[config.mk]
export PLATFORM = sky130hd
export DESIGN_NAME = ahb2apb_bridge_v2_flat
export DESIGN_NICKNAME = d
export VERILOG_FILES = /design/src/rtl/ahb2apb_bridge_v2_pkg.sv /design/src/rtl/ahb2apb_bridge_v2_if.sv /design/src/rtl/ahb2apb_bridge_v2_decode.sv /design/src/rtl/ahb2apb_bridge_v2.sv /design/src/flat_wrapper.sv
export SDC_FILE = /design/constraint.sdc
export NUM_CORES = 1
export LEC_CHECK = 0
export BUFFER_PORTS_ARGS = -buffer_cell sky130_fd_sc_hd__buf_4
export CELL_PAD_IN_SITES_DETAIL_PLACEMENT = 0
export CELL_PAD_IN_SITES_GLOBAL_PLACEMENT = 2
export CORE_MARGIN = 8
export CORE_UTILIZATION = 23
export DETAILED_ROUTE_END_ITERATION = 7
export PLACE_DENSITY_LB_ADDON = 0.1
export SETUP_SLACK_MARGIN = 0.2
export SYNTH_ARGS = -nofsm -noshare
export SYNTH_HDL_FRONTEND = slang
export SYNTH_SLANG_ARGS = --single-unit
[constraint.sdc]
create_clock -name hclk -period 2.6 [get_ports hclk]
set_clock_uncertainty 0.2 [all_clocks]
set_input_delay 0.13 -clock hclk [delete_from_list [all_inputs] [get_ports hclk]]
set_output_delay 0.13 -clock hclk [all_outputs]
set_load 0.02 [all_outputs]
[src/rtl/ahb2apb_bridge_v2_pkg.sv]
// ahb2apb_pkg: shared types and encodings for the AHB-Lite to APB4 bridge.
//   state_t     : bridge FSM states
//   HTRANS_*    : AHB transfer type encodings
//   HRESP_*     : AHB response encodings
package ahb2apb_pkg;

  typedef enum logic [2:0] {
    IDLE,
    PEND,
    SETUP,
    ACCESS,
    DONE,
    ERR1,
    ERR2
  } state_t;

  localparam logic [1:0] HTRANS_IDLE   = 2'b00;
  localparam logic [1:0] HTRANS_BUSY   = 2'b01;
  localparam logic [1:0] HTRANS_NONSEQ = 2'b10;
  localparam logic [1:0] HTRANS_SEQ    = 2'b11;

  localparam logic HRESP_OKAY  = 1'b0;
  localparam logic HRESP_ERROR = 1'b1;

endpackage

[src/rtl/ahb2apb_bridge_v2_if.sv]
// ahb2apb_bridge_v2_if: AHB-Lite slave port plus APB4 cluster port of the bridge.
//   slave  modport : bridge side (AHB inputs in, AHB response out, APB request out)
//   master modport : environment side (drives AHB requests and APB slave responses)
interface ahb2apb_bridge_v2_if #(
  parameter int HADDR_WIDTH = 32,
  parameter int PADDR_WIDTH = 16,
  parameter int DATA_WIDTH  = 32,
  parameter int PSLV_NUM    = 5
);
  // AHB side
  logic                       hsel;
  logic [HADDR_WIDTH-1:0]     haddr;
  logic [1:0]                 htrans;
  logic                       hwrite;
  logic [2:0]                 hsize;
  logic [3:0]                 hprot;
  logic [DATA_WIDTH-1:0]      hwdata;
  logic [DATA_WIDTH/8-1:0]    hwstrb;
  logic                       hready;
  logic                       hreadyout;
  logic                       hresp;
  logic [DATA_WIDTH-1:0]      hrdata;
  // APB side
  logic                       pclken;
  logic [PADDR_WIDTH-1:0]     paddr;
  logic [PSLV_NUM-1:0]        psel;
  logic                       penable;
  logic                       pwrite;
  logic [DATA_WIDTH-1:0]      pwdata;
  logic [DATA_WIDTH/8-1:0]    pstrb;
  logic [2:0]                 pprot;
  logic [PSLV_NUM-1:0]        pready;
  logic [PSLV_NUM*DATA_WIDTH-1:0] prdata;
  logic [PSLV_NUM-1:0]        pslverr;

  modport slave (
    input  hsel, haddr, htrans, hwrite, hsize, hprot, hwdata, hwstrb, hready,
    output hreadyout, hresp, hrdata,
    input  pclken,
    output paddr, psel, penable, pwrite, pwdata, pstrb, pprot,
    input  pready, prdata, pslverr
  );

  modport master (
    output hsel, haddr, htrans, hwrite, hsize, hprot, hwdata, hwstrb, hready,
    input  hreadyout, hresp, hrdata,
    output pclken,
    input  paddr, psel, penable, pwrite, pwdata, pstrb, pprot,
    output pready, prdata, pslverr
  );

endinterface

[src/rtl/ahb2apb_bridge_v2_decode.sv]
// ahb2apb_decode: combinational address decoder for the APB window.
//   haddr_i : AHB address
//   slot_o  : slave index taken from haddr[PADDR_WIDTH +: SLOT_BITS]
//   sel_o   : one-hot slave select, all zero on a decode error
//   err_o   : base mismatch or slot outside the populated slaves
module ahb2apb_decode
  import ahb2apb_pkg::*;
#(
  parameter int                     HADDR_WIDTH = 32,
  parameter int                     PADDR_WIDTH = 16,
  parameter int                     PSLV_NUM    = 5,
  parameter int                     SLOT_BITS   = 4,
  parameter logic [HADDR_WIDTH-1:0] APB_BASE    = 32'h4000_0000
) (
  input  logic [HADDR_WIDTH-1:0] haddr_i,
  output logic [SLOT_BITS-1:0]   slot_o,
  output logic [PSLV_NUM-1:0]    sel_o,
  output logic                   err_o
);
  localparam int TAG_LSB = PADDR_WIDTH + SLOT_BITS;

  logic base_hit;
  logic slot_ok;

  assign slot_o   = haddr_i[PADDR_WIDTH +: SLOT_BITS];
  assign base_hit = (haddr_i[HADDR_WIDTH-1:TAG_LSB] == APB_BASE[HADDR_WIDTH-1:TAG_LSB]);
  assign slot_ok  = (32'(slot_o) < PSLV_NUM);
  assign err_o    = !(base_hit && slot_ok);

  // Each select line only fires for its own slot, so the vector is
  // automatically zero when the slot is out of range.
  for (genvar gi = 0; gi < PSLV_NUM; gi++) begin : g_sel
    assign sel_o[gi] = base_hit && (32'(slot_o) == gi);
  end

endmodule

[src/rtl/ahb2apb_bridge_v2.sv]
// ahb2apb_bridge_v2: AHB-Lite slave to APB4 master bridge, single clock domain.
//   hclk   : clock for both bus sides (APB advances on bus.pclken strobes)
//   hreset : synchronous active-high reset
//   bus    : AHB slave port + APB master port (see ahb2apb_bridge_v2_if)
// Every accepted transfer runs PEND -> SETUP -> ACCESS -> DONE; decode errors,
// pslverr and ACCESS timeouts end in a two-cycle ERROR response (ERR1, ERR2).
module ahb2apb_bridge_v2
  import ahb2apb_pkg::*;
#(
  parameter int                     HADDR_WIDTH = 32,
  parameter int                     PADDR_WIDTH = 16,
  parameter int                     DATA_WIDTH  = 32,
  parameter int                     PSLV_NUM    = 5,
  parameter int                     SLOT_BITS   = 4,
  parameter logic [HADDR_WIDTH-1:0] APB_BASE    = 32'h4000_0000,
  parameter int                     TIMEOUT     = 256
) (
  input logic                hclk,
  input logic                hreset,
  ahb2apb_bridge_v2_if.slave bus
);
  localparam int STRB_W  = DATA_WIDTH / 8;
  localparam int CNT_W   = (TIMEOUT > 1) ? $clog2(TIMEOUT) : 1;
  localparam int TO_LAST = (TIMEOUT > 0) ? TIMEOUT - 1 : 0;

  state_t                 state_q,   state_d;
  logic [CNT_W-1:0]       cnt_q,     cnt_d;
  logic [PADDR_WIDTH-1:0] addr_q,    addr_d;
  logic                   write_q,   write_d;
  logic [2:0]             prot_q,    prot_d;
  logic [SLOT_BITS-1:0]   slot_q,    slot_d;
  logic [PSLV_NUM-1:0]    sel_q,     sel_d;
  logic [PADDR_WIDTH-1:0] paddr_q,   paddr_d;
  logic [PSLV_NUM-1:0]    psel_q,    psel_d;
  logic                   penable_q, penable_d;
  logic                   pwrite_q,  pwrite_d;
  logic [DATA_WIDTH-1:0]  pwdata_q,  pwdata_d;
  logic [STRB_W-1:0]      pstrb_q,   pstrb_d;
  logic [2:0]             pprot_q,   pprot_d;
  logic [DATA_WIDTH-1:0]  hrdata_q,  hrdata_d;

  logic [SLOT_BITS-1:0]   dec_slot;
  logic [PSLV_NUM-1:0]    dec_sel;
  logic                   dec_err;
  logic                   accept;
  logic                   ready_sel;
  logic                   err_sel;
  logic [DATA_WIDTH-1:0]  rd_lane [PSLV_NUM];
  logic [DATA_WIDTH-1:0]  rd_data;
  logic                   unused_inputs;

  ahb2apb_decode #(
    .HADDR_WIDTH (HADDR_WIDTH),
    .PADDR_WIDTH (PADDR_WIDTH),
    .PSLV_NUM    (PSLV_NUM),
    .SLOT_BITS   (SLOT_BITS),
    .APB_BASE    (APB_BASE)
  ) u_decode (
    .haddr_i (bus.haddr),
    .slot_o  (dec_slot),
    .sel_o   (dec_sel),
    .err_o   (dec_err)
  );

  // hsize, the low htrans bit and the cacheable/bufferable hprot bits carry
  // nothing the APB side needs.
  assign unused_inputs = ^{bus.hsize, bus.htrans[0], bus.hprot[3:2]};

  assign accept = bus.hsel && bus.htrans[1] && bus.hready;

  // Response of the slave we are talking to; slaves not selected are ignored.
  assign ready_sel = |(bus.pready & sel_q);
  assign err_sel   = |(bus.pslverr & sel_q);

  for (genvar gi = 0; gi < PSLV_NUM; gi++) begin : g_rd_lane
    assign rd_lane[gi] = (slot_q == SLOT_BITS'(gi)) ?
                         bus.prdata[gi*DATA_WIDTH +: DATA_WIDTH] : '0;
  end

  always_comb begin
    rd_data = '0;
    for (int i = 0; i < PSLV_NUM; i++) begin
      rd_data = rd_data | rd_lane[i];
    end
  end

  always_comb begin
    state_d   = state_q;
    cnt_d     = '0;
    addr_d    = addr_q;
    write_d   = write_q;
    prot_d    = prot_q;
    slot_d    = slot_q;
    sel_d     = sel_q;
    paddr_d   = paddr_q;
    psel_d    = psel_q;
    penable_d = penable_q;
    pwrite_d  = pwrite_q;
    pwdata_d  = pwdata_q;
    pstrb_d   = pstrb_q;
    pprot_d   = pprot_q;
    hrdata_d  = hrdata_q;

    case (state_q)
      IDLE, DONE: begin
        if (accept) begin
          addr_d  = bus.haddr[PADDR_WIDTH-1:0];
          write_d = bus.hwrite;
          // pprot = {instruction, nonsecure, privileged}; AHB-Lite has no
          // security attribute, so every access is issued as secure.
          prot_d  = {!bus.hprot[0], 1'b0, bus.hprot[1]};
          slot_d  = dec_slot;
          sel_d   = dec_sel;
          state_d = dec_err ? ERR1 : PEND;
        end else begin
          state_d = IDLE;
        end
      end
      PEND: begin
        // hwdata is valid here because PEND is the stretched data phase.
        if (bus.pclken) begin
          state_d   = SETUP;
          paddr_d   = addr_q;
          psel_d    = sel_q;
          penable_d = 1'b0;
          pwrite_d  = write_q;
          pprot_d   = prot_q;
          pwdata_d  = bus.hwdata;
          pstrb_d   = write_q ? bus.hwstrb : '0;
        end
      end
      SETUP: begin
        if (bus.pclken) begin
          state_d   = ACCESS;
          penable_d = 1'b1;
        end
      end
      ACCESS: begin
        cnt_d = cnt_q;
        if (bus.pclken) begin
          if (ready_sel) begin
            psel_d    = '0;
            penable_d = 1'b0;
            if (err_sel) begin
              state_d = ERR1;
            end else begin
              state_d = DONE;
              if (!write_q) begin
                hrdata_d = rd_data;
              end
            end
          end else if ((TIMEOUT != 0) && (cnt_q == CNT_W'(TO_LAST))) begin
            // This strobe is the TIMEOUT-th one without pready: abort.
            psel_d    = '0;
            penable_d = 1'b0;
            state_d   = ERR1;
          end else if (TIMEOUT != 0) begin
            cnt_d = cnt_q + 1'b1;
          end
        end
      end
      ERR1:    state_d = ERR2;
      // A transfer presented during ERR2 must be cancelled by the master.
      ERR2:    state_d = IDLE;
      default: state_d = IDLE;
    endcase
  end

  always_ff @(posedge hclk) begin
    if (hreset) begin
      state_q   <= IDLE;
      cnt_q     <= '0;
      addr_q    <= '0;
      write_q   <= 1'b0;
      prot_q    <= '0;
      slot_q    <= '0;
      sel_q     <= '0;
      paddr_q   <= '0;
      psel_q    <= '0;
      penable_q <= 1'b0;
      pwrite_q  <= 1'b0;
      pwdata_q  <= '0;
      pstrb_q   <= '0;
      pprot_q   <= '0;
      hrdata_q  <= '0;
    end else begin
      state_q   <= state_d;
      cnt_q     <= cnt_d;
      addr_q    <= addr_d;
      write_q   <= write_d;
      prot_q    <= prot_d;
      slot_q    <= slot_d;
      sel_q     <= sel_d;
      paddr_q   <= paddr_d;
      psel_q    <= psel_d;
      penable_q <= penable_d;
      pwrite_q  <= pwrite_d;
      pwdata_q  <= pwdata_d;
      pstrb_q   <= pstrb_d;
      pprot_q   <= pprot_d;
      hrdata_q  <= hrdata_d;
    end
  end

  assign bus.hreadyout = (state_q == IDLE) || (state_q == DONE) || (state_q == ERR2);
  assign bus.hresp     = ((state_q == ERR1) || (state_q == ERR2)) ? HRESP_ERROR : HRESP_OKAY;
  assign bus.hrdata    = hrdata_q;
  assign bus.paddr     = paddr_q;
  assign bus.psel      = psel_q;
  assign bus.penable   = penable_q;
  assign bus.pwrite    = pwrite_q;
  assign bus.pwdata    = pwdata_q;
  assign bus.pstrb     = pstrb_q;
  assign bus.pprot     = pprot_q;

endmodule

[src/flat_wrapper.sv]
// flat-port wrapper written by rule: the top's interface ports become plain ports
module ahb2apb_bridge_v2_flat import ahb2apb_pkg::*;
#(
  parameter int                     HADDR_WIDTH = 32,
  parameter int                     PADDR_WIDTH = 16,
  parameter int                     DATA_WIDTH  = 32,
  parameter int                     PSLV_NUM    = 5,
  parameter int                     SLOT_BITS   = 4,
  parameter logic [HADDR_WIDTH-1:0] APB_BASE    = 32'h4000_0000,
  parameter int                     TIMEOUT     = 256
)
  (hclk, hreset, bus_hsel, bus_haddr, bus_htrans, bus_hwrite, bus_hsize, bus_hprot, bus_hwdata, bus_hwstrb, bus_hready, bus_hreadyout, bus_hresp, bus_hrdata, bus_pclken, bus_paddr, bus_psel, bus_penable, bus_pwrite, bus_pwdata, bus_pstrb, bus_pprot, bus_pready, bus_prdata, bus_pslverr);
  ahb2apb_bridge_v2_if #(.HADDR_WIDTH(HADDR_WIDTH), .PADDR_WIDTH(PADDR_WIDTH), .DATA_WIDTH(DATA_WIDTH), .PSLV_NUM(PSLV_NUM)) bus_i ();
  input logic hclk;
  input logic hreset;
  input wire logic [$bits(bus_i.hsel)-1:0] bus_hsel;
  input wire logic [$bits(bus_i.haddr)-1:0] bus_haddr;
  input wire logic [$bits(bus_i.htrans)-1:0] bus_htrans;
  input wire logic [$bits(bus_i.hwrite)-1:0] bus_hwrite;
  input wire logic [$bits(bus_i.hsize)-1:0] bus_hsize;
  input wire logic [$bits(bus_i.hprot)-1:0] bus_hprot;
  input wire logic [$bits(bus_i.hwdata)-1:0] bus_hwdata;
  input wire logic [$bits(bus_i.hwstrb)-1:0] bus_hwstrb;
  input wire logic [$bits(bus_i.hready)-1:0] bus_hready;
  output wire logic [$bits(bus_i.hreadyout)-1:0] bus_hreadyout;
  output wire logic [$bits(bus_i.hresp)-1:0] bus_hresp;
  output wire logic [$bits(bus_i.hrdata)-1:0] bus_hrdata;
  input wire logic [$bits(bus_i.pclken)-1:0] bus_pclken;
  output wire logic [$bits(bus_i.paddr)-1:0] bus_paddr;
  output wire logic [$bits(bus_i.psel)-1:0] bus_psel;
  output wire logic [$bits(bus_i.penable)-1:0] bus_penable;
  output wire logic [$bits(bus_i.pwrite)-1:0] bus_pwrite;
  output wire logic [$bits(bus_i.pwdata)-1:0] bus_pwdata;
  output wire logic [$bits(bus_i.pstrb)-1:0] bus_pstrb;
  output wire logic [$bits(bus_i.pprot)-1:0] bus_pprot;
  input wire logic [$bits(bus_i.pready)-1:0] bus_pready;
  input wire logic [$bits(bus_i.prdata)-1:0] bus_prdata;
  input wire logic [$bits(bus_i.pslverr)-1:0] bus_pslverr;
  assign bus_i.hsel = bus_hsel;
  assign bus_i.haddr = bus_haddr;
  assign bus_i.htrans = bus_htrans;
  assign bus_i.hwrite = bus_hwrite;
  assign bus_i.hsize = bus_hsize;
  assign bus_i.hprot = bus_hprot;
  assign bus_i.hwdata = bus_hwdata;
  assign bus_i.hwstrb = bus_hwstrb;
  assign bus_i.hready = bus_hready;
  assign bus_hreadyout = bus_i.hreadyout;
  assign bus_hresp = bus_i.hresp;
  assign bus_hrdata = bus_i.hrdata;
  assign bus_i.pclken = bus_pclken;
  assign bus_paddr = bus_i.paddr;
  assign bus_psel = bus_i.psel;
  assign bus_penable = bus_i.penable;
  assign bus_pwrite = bus_i.pwrite;
  assign bus_pwdata = bus_i.pwdata;
  assign bus_pstrb = bus_i.pstrb;
  assign bus_pprot = bus_i.pprot;
  assign bus_i.pready = bus_pready;
  assign bus_i.prdata = bus_prdata;
  assign bus_i.pslverr = bus_pslverr;
  ahb2apb_bridge_v2 #(.HADDR_WIDTH(HADDR_WIDTH), .PADDR_WIDTH(PADDR_WIDTH), .DATA_WIDTH(DATA_WIDTH), .PSLV_NUM(PSLV_NUM), .SLOT_BITS(SLOT_BITS), .APB_BASE(APB_BASE), .TIMEOUT(TIMEOUT)) u_core (.hclk(hclk), .hreset(hreset), .bus(bus_i));
endmodule
==> impl_metrics.env <==
export IMPL_cts_root_buf="clkbuf_16"
export IMPL_num_rows=59
export IMPL_grt_pass1_vias=7400
export IMPL_cellLeakagePower_nw=4.37
export IMPL_rr_worst_depth=4
export IMPL_rsz0062_at_grt="no"
export IMPL_core_area_sq_um=25800
export IMPL_grt_use_total_pct=17.1
export IMPL_nets=1426
export IMPL_syn_inst=717
export IMPL_synth_edff_count=0
export IMPL_path_common_cell="buf_4"
export IMPL_setup_viol_count_final=0
export IMPL_powerDensity_nw_per_um2=511
export IMPL_ys_warn_count=0
export IMPL_synthDistinctLibCells=53
export IMPL_syn2layout_area_growth_pct=84.1
export IMPL_dr_pass1_iters=6
export IMPL_drt_iter0_markers=254
export IMPL_synth_area_per_cell_sq_um=8.33
export IMPL_ir_worst_vdd_v=0.000353
export IMPL_cp_start_kind="register"
export IMPL_crit_required_ps=2270
export IMPL_whs_path_depth=4
export IMPL_cts_buffer_depth=2
export IMPL_initial_core_util_pct=23.2
export IMPL_worst_pin_slew_ps=685
export IMPL_port_buffers=341
export IMPL_routed_wl_um=27400
export IMPL_dieArea_sq_um=31400
export IMPL_async_reset_ff_share_pct=0
export IMPL_dp_hpwl_um=20100
export IMPL_slew_headroom_pct=54.3
export IMPL_worst_path_max_delay_cell="dfxtp_1"
export IMPL_period_share_pct=79.2
export IMPL_clk_pin_slew_ps=60
export IMPL_dpl_cell_count=1347
export IMPL_clock_sinks=132
export IMPL_path_class="register to primary output"
export IMPL_cts_htree_levels=4
export IMPL_slew_viol_final=0
export IMPL_antenna_found_initial=3
export IMPL_synth_top_flop_cell="dfxtp_1"
export IMPL_wire_per_inst_um=18.0
export IMPL_end_kind="primary output"
export IMPL_cp_max_fo=7
export IMPL_fin_crit_ps=2060
export IMPL_grt_pass1_wl_um=42300
export IMPL_cts_tree="done"
export IMPL_slowest_delay_ps=500
export IMPL_synth_seq_area_share_pct=44.2
export IMPL_clkLatencyLatePin_ps=420
export IMPL_pin_count=349
export IMPL_die_w_um=177
export IMPL_synth_net_count=971
export IMPL_hold_class="input port to register"
export IMPL_drc=0
export IMPL_grt_max_degree=60
export IMPL_detail_route_antenna_nets=0
export IMPL_timing_fmax_mhz=486
export IMPL_dr_total_vias=6995
export IMPL_via_per_inst=4.59
export IMPL_synth_area_sq_um=5970
export IMPL_numCtsBuffers=17
export IMPL_crit_chain="buf_4 > nor2b_2 > nor2_1 > buf_4"
export IMPL_hold_viol=0
export IMPL_synth_seq_cells=132
export IMPL_setup_tns_ps=0
export IMPL_status="finished clean"
export IMPL_drive_gt1_share_pct=34.1
export IMPL_die_y_um=177
export IMPL_routabilityCongestion=0.739
export IMPL_arrival_ps=1730
export IMPL_grt_ovfl_total=0
export IMPL_max_cap_violations=0
export IMPL_finalNonFillerCells=1523
==> per-layer routing <==
layer / vias to the layer above / wire, um / global-route usage [%]
li1: 3552 / - / -
met1: 3215 / 11500 / 20.6
met2: 209 / 13900 / 29.6
met3: 19 / 1700 / 4.76
met4: 0 / 296 / 4.31
met5: - / 0 / 0
==> final timing paths <==
path | startpoint | end | slack, ps
max | u_core.state_q[1]$_SDFFE_PP0P_ | bus_hreadyout | 540
min | bus_prdata[52] | u_core.bus.hrdata[20]$_SDFFE_PP0P_ | 10
max reg2reg | u_core.state_q[1]$_SDFFE_PP0P_ | u_core.cnt_q[2]$_SDFFE_PP0P_ | 550
min reg2reg | u_core.addr_q[14]$_SDFFE_PP0N_ | u_core.bus.paddr[14]$_SDFFE_PP0P_ | 250
==> per-stage QoR <==
step | hold WS (ps) | setup slack, ps | util [%] | total power, mW | cell area, sq um
after detailed placement | 119 | 269 | 34.6 | 2.81 | 8910
after CTS | 0.386 | 251 | 42.6 | 5.71 | 11000
after floorplan | 25.6 | 771 | - | 2.39 | 5970
final | 14.7 | 541 | 42.7 | 5.62 | 11000
after global placement | 116 | 309 | 34.6 | 2.81 | 8910
after global routing | 26.6 | 366 | 42.7 | 5.89 | 11000
==> placed cells by master, fill, tap and decap left out, drive strengths merged, types with 2 or more instances in the layout <==
cell,synthesis,final
and2,2,2
o21ai,6,6
nand2,163,163
nand3,13,13
clkbuf,41,18
or4,3,3
clkinv,0,7
and4,2,2
dlygate4sd3,0,140
nand4,5,5
nor3,6,6
nor2,13,13
nand4b,2,2
or3,4,4
nor4b,3,3
mux2i,33,33
a221oi,32,32
o31ai,3,3
a21oi,126,126
dfxtp,132,132
bufinv,0,5
diode,0,3
a211oi,33,33
nor4,3,3
a222oi,2,2
and3,2,2
a22oi,7,7
buf,25,362
o2bb2ai,31,31
inv,3,5
==> critical path, delay by kind of cell (launching register included) <==
kind | cells | cell delay, ps
buffers and inverters | 2 | 400
flip-flops | 1 | 500
AND/OR/NAND/NOR | 2 | 410
==> cell families (layout without fill, tap and decap cells) <==
family / count (synthesis) / after routing / synth area share [%]
mux: 33 / 33 / 5.53
flops: 132 / 132 / 44.2
fa+ha+maj: 1 / 1 / 0.209
buf+inv: 69 / 537 / 4.88
xor+xnor: 1 / 1 / 0.147
simple gates: 226 / 226 / 16.9
other cells: 1 / 4 / 0.0628
compound gates: 254 / 254 / 28.1
==> cell usage after synthesis (2+ instances only) <==
master       n  area, sq um
or4_1        3         22.5
nor3_1       5         25.0
nand4b_1     2         17.5
o2bb2ai_1   31          272
nand3_1     13         65.1
a22oi_1      7         52.6
buf_2       14         70.1
a222oi_1     2         20.0
nor4_1       3         18.8
and4_1       2         17.5
a221oi_1    32          280
nand4_1      5         31.3
inv_1        3         11.3
and2_1       2         12.5
nand2_1    163          612
a211oi_1    33          248
buf_1        7         26.3
mux2i_1     33          330
or3_1        4         25.0
and3_1       2         12.5
buf_4        4         30.0
clkbuf_1    41          154
a21oi_1    126          631
nor2_1      13         48.8
dfxtp_1    132         2640
o21ai_0      6         30.0
o31ai_1      3         22.5
==> state kept, by name (all words and copies together), names as in the netlist, 4 cells and up <==
name               cells
u_core.bus.hrdata     32
u_core.bus.pwdata     32
u_core.addr_q         16
u_core.bus.paddr      16
u_core.cnt_q           8
u_core.bus.psel        5
u_core.sel_q           5
u_core.bus.pstrb       4
u_core.slot_q          4
==> power by group <==
| group | switching, mW | total (mW) | internal (mW) |
|---|---|---|---|
| Combinational | 0.343 | 0.856 | 0.512 |
| Clock | 0.968 | 2.68 | 1.72 |
| Sequential | 0.0269 | 2.08 | 2.05 |
==> layout make-up <==
type                            count  area, sq um
Clock inverter                     14          225
Clock buffer                       18          429
Antenna cell                        3         7.51
Inverter                            3         11.3
Multi-Input combinational cell    516         3080
Fill cell                        2585        14800
Timing Repair Buffer              502         4180
Sequential cell                   132         2640
Tap cell                          335          419
==> what timing repair did <==
action | in CTS | in global routing
setup buffers | 0 | 1
endpoints found under the hold margin | 102 | 0
endpoints found under the setup margin | 0 | 36
hold buffers | 140 | 0
resized for setup | 0 | 2
(Power assumes the default switching activity.)
